--- config.mk ---
export PLATFORM = sky130hd
export DESIGN_NAME = mem_copy_engine_flat
export DESIGN_NICKNAME = d
export VERILOG_FILES = /design/src/rtl/mem_copy_if.sv /design/src/rtl/mem_copy_engine.sv /design/src/flat_wrapper.sv
export SDC_FILE = /design/constraint.sdc
export NUM_CORES = 1
export LEC_CHECK = 0
export ABC_CLOCK_PERIOD_IN_PS = 4240
export BUFFER_PORTS_ARGS = -buffer_cell sky130_fd_sc_hd__buf_2
export CAP_MARGIN = 20
export CELL_PAD_IN_SITES_DETAIL_PLACEMENT = 0
export CELL_PAD_IN_SITES_GLOBAL_PLACEMENT = 2
export CORE_ASPECT_RATIO = 0.9
export CORE_MARGIN = 4
export CORE_UTILIZATION = 32
export DETAILED_ROUTE_END_ITERATION = 16
export PLACE_DENSITY = 0.87
export SYNTH_ARGS = -nofsm -noshare
export SYNTH_HDL_FRONTEND = slang
export SYNTH_SLANG_ARGS = --single-unit
--- constraint.sdc ---
create_clock -name clk_i -period 4.24 [get_ports clk_i]
set_input_delay 0.212 -clock clk_i [delete_from_list [all_inputs] [get_ports clk_i]]
set_output_delay 0.212 -clock clk_i [all_outputs]
set_load 0.05 [all_outputs]
--- src/rtl/mem_copy_if.sv ---
// mem_copy_if: command/status and data-memory port bundle for mem_copy_engine.
//
// Signals (master = the copy engine, slave = command issuer plus memory):
//   start, src_addr, dst_addr, length, fill, fill_data, abort   command inputs to the engine
//   busy, done                                                  engine status
//   memoryRead, memoryWrite, sb, address, dataWrite             memory request, engine-driven
//   dataRead                                                    {mem[address+1], mem[address]}
interface mem_copy_if #(
  parameter int unsigned LEN_W = 16
);
  logic             start;
  logic [15:0]      src_addr;
  logic [15:0]      dst_addr;
  logic [LEN_W-1:0] length;
  logic             fill;
  logic [7:0]       fill_data;
  logic             abort;
  logic             busy;
  logic             done;
  logic             memoryRead;
  logic             memoryWrite;
  logic             sb;
  logic [15:0]      address;
  logic [15:0]      dataWrite;
  logic [15:0]      dataRead;

  modport master (
    input  start, src_addr, dst_addr, length, fill, fill_data, abort, dataRead,
    output busy, done, memoryRead, memoryWrite, sb, address, dataWrite
  );

  modport slave (
    output start, src_addr, dst_addr, length, fill, fill_data, abort, dataRead,
    input  busy, done, memoryRead, memoryWrite, sb, address, dataWrite
  );
endinterface

--- src/rtl/mem_copy_engine.sv ---
// mem_copy_engine: block copy / fill initiator on the data-memory port.
//
// A start command latches source, destination and byte length, then the engine moves the
// block as a mix of 16-bit word and 8-bit byte steps (byte steps at the tail and wherever a
// word access would straddle 0xFFFF). Copy uses an RD cycle then a WR cycle per step; fill
// writes only. The engine owns the memory port while busy is high.
//
// Ports:
//   clk_i    clock, all state changes on the rising edge
//   reset_i  synchronous active-high reset
//   bus      mem_copy_if.master: command/status plus memory request signals
//
// Build option: define MEM_COPY_FILL_EN to honour the fill / fill_data command fields.
// Without it those fields are ignored and every transfer is a copy.
module mem_copy_engine #(
  parameter int unsigned LEN_W = 16
) (
  input  logic      clk_i,
  input  logic      reset_i,
  mem_copy_if.master bus
);

  typedef enum logic [1:0] {StIdle, StRd, StWr, StDone} state_e;

  state_e           state_q, state_d;
  logic [15:0]      cur_src_q, cur_src_d;
  logic [15:0]      cur_dst_q, cur_dst_d;
  logic [LEN_W-1:0] rem_q, rem_d;
  logic [15:0]      rd_buf_q, rd_buf_d;
  logic             step_byte_q, step_byte_d;

  logic             fill_cmd;   // fill request of the command being accepted
  logic             fill_mode;  // fill selection of the transfer in progress

  logic [1:0]       step_amt;
  logic [15:0]      src_next;
  logic [15:0]      dst_next;
  logic [LEN_W-1:0] rem_next;

  // A word step is used only when two bytes remain and neither access would wrap past 0xFFFF.
  // The source address is irrelevant in fill mode.
  function automatic logic byte_step(input logic [LEN_W-1:0] rem,
                                     input logic [15:0]      src,
                                     input logic [15:0]      dst,
                                     input logic             fill_sel);
    logic word_ok;
    word_ok = (rem >= LEN_W'(2)) && (dst != 16'hFFFF) && (fill_sel || (src != 16'hFFFF));
    return !word_ok;
  endfunction

`ifdef MEM_COPY_FILL_EN
  logic       fill_q, fill_d;
  logic [7:0] fill_data_q, fill_data_d;

  assign fill_cmd  = bus.fill;
  assign fill_mode = fill_q;

  always_comb begin
    fill_d      = fill_q;
    fill_data_d = fill_data_q;
    if ((state_q == StIdle) && bus.start && (bus.length != '0)) begin
      fill_d      = bus.fill;
      fill_data_d = bus.fill_data;
    end
  end

  always_ff @(posedge clk_i) begin
    if (reset_i) begin
      fill_q      <= 1'b0;
      fill_data_q <= 8'h00;
    end else begin
      fill_q      <= fill_d;
      fill_data_q <= fill_data_d;
    end
  end
`else
  assign fill_cmd  = 1'b0;
  assign fill_mode = 1'b0;

  logic unused_fill;
  assign unused_fill = ^{bus.fill, bus.fill_data};
`endif

  assign step_amt = step_byte_q ? 2'd1 : 2'd2;
  assign src_next = cur_src_q + {14'd0, step_amt};
  assign dst_next = cur_dst_q + {14'd0, step_amt};
  assign rem_next = rem_q - LEN_W'(step_amt);

  // Status decodes straight from the state register.
  assign bus.busy = (state_q == StRd) || (state_q == StWr);
  assign bus.done = (state_q == StDone);

  always_comb begin
    state_d     = state_q;
    cur_src_d   = cur_src_q;
    cur_dst_d   = cur_dst_q;
    rem_d       = rem_q;
    rd_buf_d    = rd_buf_q;
    step_byte_d = step_byte_q;

    bus.memoryRead  = 1'b0;
    bus.memoryWrite = 1'b0;
    bus.sb          = 1'b0;
    bus.address     = 16'h0000;
    bus.dataWrite   = 16'h0000;

    unique case (state_q)
      StIdle: begin
        if (bus.start) begin
          if (bus.length == '0) begin
            state_d = StDone;
          end else begin
            cur_src_d   = bus.src_addr;
            cur_dst_d   = bus.dst_addr;
            rem_d       = bus.length;
            step_byte_d = byte_step(bus.length, bus.src_addr, bus.dst_addr, fill_cmd);
            state_d     = fill_cmd ? StWr : StRd;
          end
        end
      end

      StRd: begin
        bus.memoryRead = 1'b1;
        bus.address    = cur_src_q;
        if (bus.abort) begin
          state_d = StIdle;
        end else begin
          rd_buf_d = bus.dataRead;
          state_d  = StWr;
        end
      end

      StWr: begin
        bus.memoryWrite = 1'b1;
        bus.address     = cur_dst_q;
        bus.sb          = step_byte_q;
        bus.dataWrite   = step_byte_q ? {8'h00, rd_buf_q[7:0]} : rd_buf_q;
`ifdef MEM_COPY_FILL_EN
        if (fill_mode) begin
          bus.dataWrite = step_byte_q ? {8'h00, fill_data_q} : {fill_data_q, fill_data_q};
        end
`endif
        // On abort the write above still commits, but no counter moves.
        if (bus.abort) begin
          state_d = StIdle;
        end else begin
          cur_src_d   = src_next;
          cur_dst_d   = dst_next;
          rem_d       = rem_next;
          step_byte_d = byte_step(rem_next, src_next, dst_next, fill_mode);
          if (rem_next == '0) begin
            state_d = StDone;
          end else begin
            state_d = fill_mode ? StWr : StRd;
          end
        end
      end

      StDone: begin
        state_d = StIdle;
      end

      default: begin
        state_d = StIdle;
      end
    endcase
  end

  always_ff @(posedge clk_i) begin
    if (reset_i) begin
      state_q     <= StIdle;
      cur_src_q   <= 16'h0000;
      cur_dst_q   <= 16'h0000;
      rem_q       <= '0;
      rd_buf_q    <= 16'h0000;
      step_byte_q <= 1'b0;
    end else begin
      state_q     <= state_d;
      cur_src_q   <= cur_src_d;
      cur_dst_q   <= cur_dst_d;
      rem_q       <= rem_d;
      rd_buf_q    <= rd_buf_d;
      step_byte_q <= step_byte_d;
    end
  end

endmodule

--- src/flat_wrapper.sv ---
// flat-port wrapper written by rule: the top's interface ports become plain ports
module mem_copy_engine_flat 
#(
  parameter int unsigned LEN_W = 16
)
  (clk_i, reset_i, bus_start, bus_src_addr, bus_dst_addr, bus_length, bus_fill, bus_fill_data, bus_abort, bus_dataRead, bus_busy, bus_done, bus_memoryRead, bus_memoryWrite, bus_sb, bus_address, bus_dataWrite);
  mem_copy_if #(.LEN_W(LEN_W)) bus_i ();
  input  logic clk_i;
  input  logic reset_i;
  input wire logic [$bits(bus_i.start)-1:0] bus_start;
  input wire logic [$bits(bus_i.src_addr)-1:0] bus_src_addr;
  input wire logic [$bits(bus_i.dst_addr)-1:0] bus_dst_addr;
  input wire logic [$bits(bus_i.length)-1:0] bus_length;
  input wire logic [$bits(bus_i.fill)-1:0] bus_fill;
  input wire logic [$bits(bus_i.fill_data)-1:0] bus_fill_data;
  input wire logic [$bits(bus_i.abort)-1:0] bus_abort;
  input wire logic [$bits(bus_i.dataRead)-1:0] bus_dataRead;
  output wire logic [$bits(bus_i.busy)-1:0] bus_busy;
  output wire logic [$bits(bus_i.done)-1:0] bus_done;
  output wire logic [$bits(bus_i.memoryRead)-1:0] bus_memoryRead;
  output wire logic [$bits(bus_i.memoryWrite)-1:0] bus_memoryWrite;
  output wire logic [$bits(bus_i.sb)-1:0] bus_sb;
  output wire logic [$bits(bus_i.address)-1:0] bus_address;
  output wire logic [$bits(bus_i.dataWrite)-1:0] bus_dataWrite;
  assign bus_i.start = bus_start;
  assign bus_i.src_addr = bus_src_addr;
  assign bus_i.dst_addr = bus_dst_addr;
  assign bus_i.length = bus_length;
  assign bus_i.fill = bus_fill;
  assign bus_i.fill_data = bus_fill_data;
  assign bus_i.abort = bus_abort;
  assign bus_i.dataRead = bus_dataRead;
  assign bus_busy = bus_i.busy;
  assign bus_done = bus_i.done;
  assign bus_memoryRead = bus_i.memoryRead;
  assign bus_memoryWrite = bus_i.memoryWrite;
  assign bus_sb = bus_i.sb;
  assign bus_address = bus_i.address;
  assign bus_dataWrite = bus_i.dataWrite;
  mem_copy_engine #(.LEN_W(LEN_W)) u_core (.clk_i(clk_i), .reset_i(reset_i), .bus(bus_i));
endmodule
* Word-level counts from Yosys, hierarchy flattened
Cells that the tools add are included.
** Storage, ports and cells
- Register bits after elaboration :: 67
- Logic and storage cells :: 64
** Operators by class
- Order comparisons :: 2
- Reduce and logical (&&, ||, !) cells :: 13
- Eq/ne operators :: 10
- Add/sub/neg operators :: 3
- Bitwise logic cells :: 1
- Muxes and demuxes :: 29
** Operators with widths (count)
- $mux 16 :: 11
- $pmux 16 s2 :: 4
- $ne 16x16->1 const B :: 4
- $add 16x2->16 :: 2
- $ge 16x2->1 const B :: 2
- $logic_not 16->1 :: 2
- $sub 16x2->16 :: 1
- $mux 2 :: 6
- $pmux 2 s4 :: 1
- $mux 1 :: 6
- $ne 2x2->1 const B :: 3
- $eq 2x2->1 const B :: 2
- $logic_and 1x1->1 :: 4
- $reduce_and 4->1 :: 1
- $eq 2x1->1 const B :: 1
- $logic_not 1->1 :: 2
- $logic_not 2->1 :: 1
- $pmux 1 s2 :: 1
- $reduce_and 2->1 :: 1
- $reduce_bool 2->1 :: 1
- $logic_or 1x1->1 :: 1
- $not 1->1 :: 1

* Longest topological paths before layout
Gate-level depths: netlist (run 1).
- Depth in word-level cells :: 8
- Gate-level depth with buffers :: 10

* Least setup slack after synthesis (run 1)
OpenSTA, ideal clock, no wires.
- Path type :: flip-flop to output port
- From :: register u_core.state_q[0]
- To :: output bus_address[10]
- Path slack :: 1.359 ns
- Required time :: 4.028 ns
- Cell stages (with the launch flop) :: 8
- Data arrival time :: 2.669 ns
- Path through :: dfxtp_1 -> inv_1 -> ha_1 -> clkbuf_1 -> clkbuf_1 -> clkbuf_1 -> a22oi_1 -> nor2b_1
** Between the ends
- Cells in the longest elaborated chain, start to end :: 2
** RTL lines
- start, declared :: line mem_copy_engine.sv:25 : state_e state_q, state_d;
- start signal, assigned :: line mem_copy_engine.sv:171 : state_q <= StIdle;
- start signal, assigned :: line mem_copy_engine.sv:178 : state_q <= state_d;
- $eq 2x2->1 / $eq 2x1->1 (equally long branches) :: line mem_copy_engine.sv:107 : unique case (state_q)
- $pmux 16 s2 * :: line mem_copy_engine.sv:107
- end, declared :: line flat_wrapper.sv:23 : output wire logic [$bits(bus_i.address)-1:0] bus_address;
Mark *: on every way between the ends. The rest lies on a longest branch, timed or not.

* Worst setup path after layout (run 1)
- From :: register u_core.step_byte_q
- To :: register u_core.step_byte_q
** Between the ends
- Cells in the longest elaborated chain, start to end :: 8
** RTL lines
- start, declared :: line mem_copy_engine.sv:30 : logic step_byte_q, step_byte_d;
- start signal, assigned :: line mem_copy_engine.sv:183 : step_byte_q <= step_byte_d;
- $mux 2 * :: line mem_copy_engine.sv:84 : assign step_amt = step_byte_q ? 2'd1 : 2'd2;
- $sub 16x2->16 / $add 16x2->16 (equally long branches) :: line mem_copy_engine.sv:87, mem_copy_engine.sv:86
- $ge 16x2->1 / $ne 16x16->1 (equally long branches) :: line mem_copy_engine.sv:47 : word_ok = (rem >= LEN_W'(2)) && (dst != 16'hFFFF) && (fill_sel || (src != 16'hFFFF));
- $logic_and 1x1->1 :: line mem_copy_engine.sv:47
- $logic_and 1x1->1 * :: line mem_copy_engine.sv:47
- $logic_not 1->1 * :: line mem_copy_engine.sv:48 : return !word_ok;
- $mux 1 * :: line mem_copy_engine.sv:144 : if (bus.abort) begin
- $pmux 1 s2 * :: line mem_copy_engine.sv:107
Mark *: on every way between the ends. The rest lies on a longest branch, timed or not. The select of a mux whose other input is x is not followed.
A chain may end at the register's enable or synchronous reset.

==> impl_results.md, run 1 <==
* Design area at 5542 um2
* Starting Density at 32.60%
* Max FO, Critical Path at 13
* Sequential fraction of design power at 32.4%
* P&R area growth vs syn at 21.38%
* Clock power share at 28.6%
* Clock tree root driver cell: clkbuf_16
* Clock Path Buffers at 2
* Die ar. at 16250 um2
* TritonCTS Sinks at 67
* Final hold viol count at 0
* CP max stage cell: a21oi_1
* Antenna Nets Post-Route at 0
* Post-Place Worst Slack at 1.208 ns
* Initial DRC Count at 335
* Final WL at 15.15 mm
* Post-CTS sizing at 0
* Final worst-path cycle share at 71.62%
* Worst path cell trace: inv_2 -> ha_1 -> a21oi_1 -> xnor2_1 -> a31oi_1 -> nor4_1 -> nor3_1 -> o41ai_2
* Max incr delay on CP at 0.64 ns
* Syn_nets at 720
* CP delay by family, top: compound AO/OA/AOI/OAI gates
* Hold_buf cts at 0
* Post-synthesis sequential area ratio at 29.38%
* H-tree depth at 3
* First-pass GRT wire length at 24.04 mm
* Fin Setup TNS at 0 ns
* Leakage at 2.194 nW
* Final Instance Count excl. Fillers at 902
* Port Buffers at 104
* Ant. Diodes at 0
* Tot GR Track Use at 18.50%
* Io pins at 114
* Top cell type by total area after synthesis: dfxtp_1
* WL/cell at 16.80 um
* Inserted Clock Buffers at 9
* Fillcell total at 1471
* Layout cell share with drive strength beyond 1 at 20.45%
* Switching pwr at 1.168 mW
* Overall power at 2.865 mW
* Startpoint types: flip-flop
* Grt ovf at 0
* Antenna violations before repair at 0
* Switching Share at 40.76%
* CP Buf/Inv Count at 1
* Peak VDD IR at 0.2312 mV
* Clock transition at the registers of the reported paths at 0.06 ns
* Max-slew violation count at 0
* Endpoints failing setup at 0
* Vias after detailed routing at 4885
* DP Cell Count at 887
* Fin crit period at 3.036 ns
* Slew @ Worst Pin at 0.8132 ns
* P per Cell Area at 517.0 nW/um2
* 1st-pass router iterations at 5
* Clock Skews at 0.005490 ns
* Vias per Instance at 5.416
* Int Pwr at 1.697 mW
* DRC Markers at 0
* Cell variety after synth at 54
* Post-CTS setup repair buffer count at 0
* Mapped cell area at 4566 um2
* WHS at 0.1077 ns
* HPWL after detailed placement at 10.58 mm
* RSZ-0062 raised after global routing: no
* CTS tree: built
* Critical path type: reg -> reg
* Share of the synthesized area in the top cell type at 29.38%
* Synth Instances at 628
* Setup ws final at 1.204 ns
* Crit end category: flip-flop
* Asr flop ratio synth at 0%
* Warnings, synthesis at 0
* EDFF count, synth at 0
* Pin count of the biggest net entering global routing at 74
* Post-synthesis average cell area at 7.270 um2
* Combinational group share of total power at 39.0%
* Site row count at 41
* Vias in the first global route at 4599
* Hold WC Path Type: in -> reg
* Top FF cell, synth: dfxtp_1
* Area contributors post-synth: dfxtp_1 29%, nand2_1 7.1%, a21oi_1 6.9%
* Post-Place Cell Area at 5225 um2
* # nets final at 797
* Max transition margin at 45.79%
* Final core utilization at 39.57%
* Core area at 14000 um2
* Chip width at 133.9 um
* Max Cap Viol at 0
* Die height at 121.3 um
* Worst-Skew Late Latency at 0.34 ns
* Arrival @ worst endpoint at 3.28 ns
* Run status: finished, final reports clean
* Yosys reg bits at 67
* Routability congestion estimate from global placement at 0.8298
* Critical Path RT at 4.49 ns
* Fmax achieved at 0.3293 GHz
[logic make-up (layout without fill, tap and decap cells)]
kind of cell | count (synthesis) | after routing | synth area share, %
AOI/OAI and AO/OA | 192 | 192 | 26.64
xor gates and xnor gates | 5 | 5 | 0.9591
adders and majority gates | 15 | 15 | 4.604
buffers and inverters | 63 | 144 | 5.399
DFF | 67 | 67 | 29.38
muxes | 11 | 11 | 2.494
and+or+nand+nor | 275 | 275 | 30.53
[final timing paths]
kind,start,to,slack (ns),cells past startpoint
setup / recovery,u_core.step_byte_q$_SDFFE_PP0P_,u_core.step_byte_q$_SDFFE_PP0P_,1.20,8
hold / removal,bus_dataRead[9],u_core.rd_buf_q[9]$_SDFFE_PP0P_,0.11,3
setup reg to reg,u_core.step_byte_q$_SDFFE_PP0P_,u_core.step_byte_q$_SDFFE_PP0P_,1.20,8
hold reg to reg,u_core.rd_buf_q[13]$_SDFFE_PP0P_,u_core.rd_buf_q[13]$_SDFFE_PP0P_,0.45,2
[Yosys cell counts, types with 3 or more instances]
cell type and instances:
nor4_1 16, buf_1 5, nand2b_1 4, nand2_1 86, nand4_1 17, buf_2 4
clkbuf_1 37, xnor2_1 4, ha_1 12, a22o_1 4, and3_1 15, mux2i_1 8
o21ai_0 41, nor2_1 43, dfxtp_1 67, and2_1 12, a22oi_1 26, nand3_1 15
fa_1 3, a211oi_1 10, a31oi_1 3, o21a_1 6, o31ai_1 5, inv_1 13
o22ai_1 4, nor3_1 24, a21o_1 12, a21oi_1 63, mux2_2 3, o2bb2ai_1 7
nor2b_1 29
[layout by cell type, fill, tap and decap left out, types with 3 or more instances in the layout]
master       n
mux2i_1      8
and3_1      15
and2_1      12
buf_4       10
o22ai_1      4
a31oi_1      3
clkbuf_16    9
nand2_1     86
a211oi_1    10
buf_2      104
a21o_1      12
nor4_1      16
a22o_1       4
a22oi_1     26
inv_1       13
mux2_2       3
nand2b_1     4
o21ai_0     41
o21a_1       6
ha_1        11
nor2b_1     29
a21oi_1     63
o2bb2ai_1    7
fa_1         3
nand3_1     15
o31ai_1      5
dfxtp_1     67
nand4_1     17
xnor2_1      4
nor3_1      24
nor2_1      43
[worst min-delay path: cells and delay by family]
kind | cells | cell delay (ns)
buffers and inverters | 1 | 0.09
AOI/OAI and AO/OA | 1 | 0.05
and+or+nand+nor | 1 | 0.04
[cell type report]
| type | count | area (um2) | area share [%] |
|---|---|---|---|
| well taps | 193 | 241.5 | 4.358 |
| inverters | 15 | 56.30 | 1.016 |
| clock inverters | 5 | 77.57 | 1.400 |
| multi-input cells | 498 | 2990 | 53.96 |
| flip-flops and latches | 67 | 1341 | 24.20 |
| repair buffers | 114 | 595.6 | 10.75 |
| clock buffers | 10 | 239.0 | 4.312 |
[layer usage]
layer | up-vias | track usage, % | routed length, um
li1 | 2431 | - | -
met4 | 0 | 6.170 | 324
met1 | 2303 | 25.10 | 7186
met3 | 23 | 4.104 | 713
met2 | 128 | 29.14 | 6926
met5 | - | 0 | 0
[flip-flops by register name, summed over array words and instances (netlist names)]
signal,cells
u_core.state_q,2
u_core.cur_dst_q,16
u_core.cur_src_q,16
u_core.step_byte_q,1
u_core.rem_q,16
u_core.rd_buf_q,16
[power groups by stage]
stage	combinational (mW)	clock (mW)	sequential, mW
after floorplan	0.879	0	0.854
after global placement	1.10	0	0.928
after detailed placement	1.12	0	0.934
after CTS	1.12	0.835	0.921
after global routing	1.25	0.857	0.948
final	1.12	0.819	0.929
No activity file was read; power rests on OpenSTA's default activity.
==> run 2, diff against run 1 <==
Settings changed: ABC_CLOCK_PERIOD_IN_PS 4240 to 2580, CORE_UTILIZATION 32 to 27, PLACE_DENSITY 0.87 to 0.78.
Clock period 4.24 ns to 2.58 ns, I/O delays scaled along.
==> run 2 against run 1 <==
Clock skew up 0.00065 ns. Largest cell class unchanged. Critical path type unchanged. Clock power up 45%. Critical path depth up 1. Design area up 3.7%. Hold slack worse by 0.072 ns. Non-clock buffer count up 18. Cell count up 3.5%. Setup slack worse by 1.0 ns. Highest routed layer unchanged. Die area up 17%.
==> impl_results.md, run 2 (same netlist as run 1, synthesis figures left out) <==
* Chip width at 145.1 um
* Initial DRC Count at 377
* CTS tree: built
* RSZ-0062 raised after global routing: no
* Vias after detailed routing at 5040
* Vias in the first global route at 4834
* P per Cell Area at 821.7 nW/um2
* Antenna violations before repair at 0
* TritonCTS Sinks at 67
* Vias per Instance at 5.396
* First-pass GRT wire length at 25.72 mm
* Slew @ Worst Pin at 0.6596 ns
* # nets final at 815
* Critical path type: reg -> reg
* Fillcell total at 1728
* Io pins at 114
* Fmax achieved at 0.4155 GHz
* FF/Latch Area at 1343 um2
* Post-Place Worst Slack at 0.1009 ns
* Area of the multi-input gates at 3042 um2
* Layout cell share with drive strength beyond 1 at 23.93%
* Critical Path RT at 2.85 ns
* Final worst-path cycle share at 93.30%
* Grt ovf at 0
* Core area at 16350 um2
* Leakage at 2.290 nW
* Fin crit period at 2.407 ns
* Antenna Nets Post-Route at 0
* Crit end category: flip-flop
* Hold_buf cts at 0
* Hold WC Path Type: in -> reg
* WL/cell at 17.10 um
* Setup ws final at 0.1730 ns
* Final core utilization at 35.15%
* Die height at 131.4 um
* H-tree depth at 3
* Peak VDD IR at 0.3424 mV
* 1st-pass router iterations at 5
* HPWL after detailed placement at 11.87 mm
* Run status: finished, final reports clean
* Final Instance Count excl. Fillers at 934
* Worst-Skew Late Latency at 0.33 ns
* Site row count at 44
* Ant. Diodes at 0
* Clock tree root driver cell: clkbuf_16
* Startpoint types: flip-flop
* Clock Skews at 0.006139 ns
* Most common cell after layout, fill and taps aside: buf_2
* Port Buffers at 104
* Endpoints failing setup at 0
* Arrival @ worst endpoint at 2.68 ns
* Max transition margin at 56.03%
* Fin Setup TNS at 0 ns
* P&R area growth vs syn at 25.90%
* DP Cell Count at 919
* Final WL at 15.98 mm
* Routability congestion estimate from global placement at 0.8388
* Starting Density at 27.92%
* Max Cap Viol at 0
* Max FO, Critical Path at 5
* Most frequent cells in the layout: 104 x buf_2, 86 x nand2_1, 66 x dfxtp_1, 62 x a21oi_1, 43 x nor2_1
* Clock Path Buffers at 2
* Max-slew violation count at 0
* Inserted Clock Buffers at 9
* Final hold viol count at 0
* Clock transition at the registers of the reported paths at 0.06 ns
* DRC Markers at 0
* Tot GR Track Use at 16.43%
* Die ar. at 19060 um2
* Pin count of the biggest net entering global routing at 61
run 2: changes by cell type in the layout (fill, tap and decap cells not counted), moves of 3 or more:
cell / previous run / this run
buf_12: 0 / 3
nor2b_1: 29 / 23
buf_4: 10 / 25
nor4_1: 16 / 13
nor2b_2: 0 / 6
run 2: worst max-delay path: stages (launching register included):
cell and delay (ns):
dfxtp_2 0.39, ha_1 0.16, inv_1 0.05, fa_1 0.43
or3_4 0.39, or2_1 0.23, or4_1 0.40, a21oi_1 0.17
a21oi_1 0.05, nor2_1 0.08
run 2: repair_timing:
| item | 4_1_cts | 5_1_grt |
|---|---|---|
| resized for setup | 0 | 7 |
| endpoints found under the setup margin | 0 | 6 |
| buffers inserted | 0 | 0 |
run 2: cell type report:
| class | count | share of cell area, % |
|---|---|---|
| multi-input combinational | 498 | 52.92 |
| clock buffer | 13 | 4.702 |
| timing repair buffer | 132 | 13.37 |
| clock inverter | 2 | 0.1741 |
| sequential | 67 | 23.36 |
| tap | 207 | 4.506 |
| inverter | 15 | 0.9795 |
run 2: metrics by stage:
stage               hold slack [ns]  instance area (um2)  power [mW]
floorplan                    0.2650                 4581       2.855
global route                0.03498                 5748       5.053
CTS                         0.02235                 5710       4.731
finish                      0.03547                 5748       4.723
global placement             0.3713                 5430       3.490
detailed placement           0.3818                 5430       3.524
run 2: layer usage:
metal	GRT usage, %	vias up	wire length (um)
li1	-	2469	-
met4	5.643	0	240
met1	22.84	2415	7703
met5	0	-	0
met3	2.514	15	618
met2	26.07	141	7411
run 2: worst paths after layout:
check | slack [ns] | cells after the start | start | endpoint
setup reg to reg | 0.17 | 9 | u_core.step_byte_q$_SDFFE_PP0P_ | u_core.rem_q[8]$_SDFFE_PP0P_
hold / removal | 0.04 | 3 | bus_dataRead[13] | u_core.rd_buf_q[13]$_SDFFE_PP0P_
setup / recovery | 0.17 | 9 | u_core.step_byte_q$_SDFFE_PP0P_ | u_core.rem_q[8]$_SDFFE_PP0P_
hold reg to reg | 0.45 | 2 | u_core.rd_buf_q[1]$_SDFFE_PP0P_ | u_core.rd_buf_q[1]$_SDFFE_PP0P_
run 2: where the power goes:
part	total [mW]	switching (mW)	internal [mW]
combinational	2.00	1.20	0.803
clock	1.19	0.467	0.721
sequential	1.53	0.296	1.24
total	4.72	1.96	2.76
==> run 3, diff against run 2 <==
Settings changed: MAX_ROUTING_LAYER set to met4.
==> run 3 against run 2 <==
Critical path depth is 3 lower. Sequential power hardly changed. Clock power hardly changed. Power hardly changed. Flip-flop and latch count stayed put. Core utilization stayed put.
==> impl_results.md, run 3 (same netlist as run 1, synthesis figures left out) <==
* Critical Path RT at 2.45 ns
* First-pass GRT wire length at 25.73 mm
* Design area at 5748 um2
* Post-Place Cell Area at 5430 um2
* Vias after detailed routing at 5016
* Hold WC Path Type: in -> reg
* Clock Path Buffers at 2
* Max transition margin at 55.65%
* Vias in the first global route at 4849
* Arrival @ worst endpoint at 2.28 ns
* Starting Density at 27.92%
* Site row count at 44
* Startpoint types: flip-flop
* Fmax achieved at 0.4144 GHz
* Chip width at 145.1 um
* TritonCTS Sinks at 67
* Post-CTS sizing at 0
* Slew @ Worst Pin at 0.6652 ns
* Grt ovf at 0
* Run status: finished, final reports clean
* Crit end category: output port
* Post-CTS setup repair buffer count at 0
* HPWL after detailed placement at 11.87 mm
* Initial DRC Count at 398
* 1st-pass router iterations at 5
* DRC Markers at 0
* Tot GR Track Use at 16.96%
* Antenna Nets Post-Route at 0
* R2R setup slack at 0.17 ns
* Clock Skews at 0.006680 ns
* Port Buffers at 104
* Max incr delay on CP at 0.55 ns
* Io pins at 114
* Peak VDD IR at 0.3420 mV
* Max-slew violation count at 0
* Most common cell after layout, fill and taps aside: buf_2
* Inserted Clock Buffers at 9
* CP Buf/Inv Count at 3
* Pin count of the biggest net entering global routing at 61
* CP delay by family, top: buffers and inverters
* Final hold viol count at 0
* Clock transition at the registers of the reported paths at 0.05 ns
* Critical path type: reg -> out
* CP max stage cell: buf_4
* WL/cell at 17.20 um
* Layout cell share with drive strength beyond 1 at 23.93%
* Ant. Diodes at 0
* Die ar. at 19060 um2
* Final worst-path cycle share at 93.54%
* Antenna violations before repair at 0
* Fin crit period at 2.413 ns
* Max FO, Critical Path at 60
* Worst-Skew Late Latency at 0.34 ns
* Max Cap Viol at 0
* Endpoints failing setup at 0
* P per Cell Area at 821.5 nW/um2
* Routability congestion estimate from global placement at 0.8518
* Die height at 131.4 um
* Final WL at 16.06 mm
* P&R area growth vs syn at 25.90%
* H-tree depth at 3
* # nets final at 815
* Most frequent cells in the layout: 104 x buf_2, 86 x nand2_1, 66 x dfxtp_1, 62 x a21oi_1, 43 x nor2_1
* Fin Setup TNS at 0 ns
* Vias per Instance at 5.370
* Worst path cell trace: inv_1 -> ha_2 -> buf_4 -> a22oi_1 -> nor2b_1 -> buf_2
* CTS tree: built
* Hold_buf cts at 0
* RSZ-0062 raised after global routing: no
* Clock tree root driver cell: clkbuf_16
* Core area at 16350 um2
* Leakage at 2.290 nW
-- run 3: cell counts in the layout (fill, tap and decap cells not counted) --
No cell type changed its count.
-- run 3: worst min-delay path: cells and delay by family --
| family | cells | cell delay [ns] |
|---|---|---|
| AO/OA/AOI/OAI | 1 | 0.05 |
| buffers and inverters | 1 | 0.09 |
| AND/OR/NAND/NOR | 1 | 0.04 |
-- run 3: report_power, final --
part           leakage (nW)  switching, mW  internal [mW]
combinational          1.60           1.20          0.803
sequential            0.551          0.295           1.24
clock                 0.141          0.469          0.721
total                  2.29           1.96           2.76
-- run 3: area by class of cell --
class	count	area (um2)
timing repair buffer	132	768.2
inverter	15	56.30
clock buffer	13	270.3
sequential	67	1343
multi-input combinational	498	3042
fill	1728	10600
clock inverter	2	10.01
tap	207	259.0
-- run 3: per-stage QoR --
stage	power (mW)	hold WS (ns)	cells	utilization [%]	worst slack, ns
6_report	4.722	0.03446	934	35.15	0.1666
5_1_grt	5.055	0.03369	934	35.15	0.01259
4_1_cts	4.731	0.02235	934	34.93	0.07300
3_5_place_dp	3.524	0.3818	919	33.21	0.1009
3_3_place_gp	3.490	0.3713	919	33.21	0.1150
2_1_floorplan	2.855	0.2650	628	-	0.02075
-- run 3: final timing paths --
kind,to,cells past startpoint,startpoint
setup / recovery,bus_address[15],6,u_core.state_q[0]$_SDFFE_PP0N_
setup reg to reg,u_core.rem_q[8]$_SDFFE_PP0P_,9,u_core.step_byte_q$_SDFFE_PP0P_
hold / removal,u_core.rd_buf_q[13]$_SDFFE_PP0P_,3,bus_dataRead[13]
hold reg to reg,u_core.rd_buf_q[11]$_SDFFE_PP0P_,2,u_core.rd_buf_q[11]$_SDFFE_PP0P_
-- run 3: metal layers --
metal | up-vias | GRT usage [%] | routed length [um] | share of wire, %
li1 | 2464 | - | - | -
met1 | 2383 | 22.91 | 7549 | 47
met2 | 152 | 26.09 | 7420 | 46
met3 | 17 | 2.583 | 832 | 5.2
met4 | 0 | 5.643 | 261 | 1.6
met5 | - | - | 0 | 0
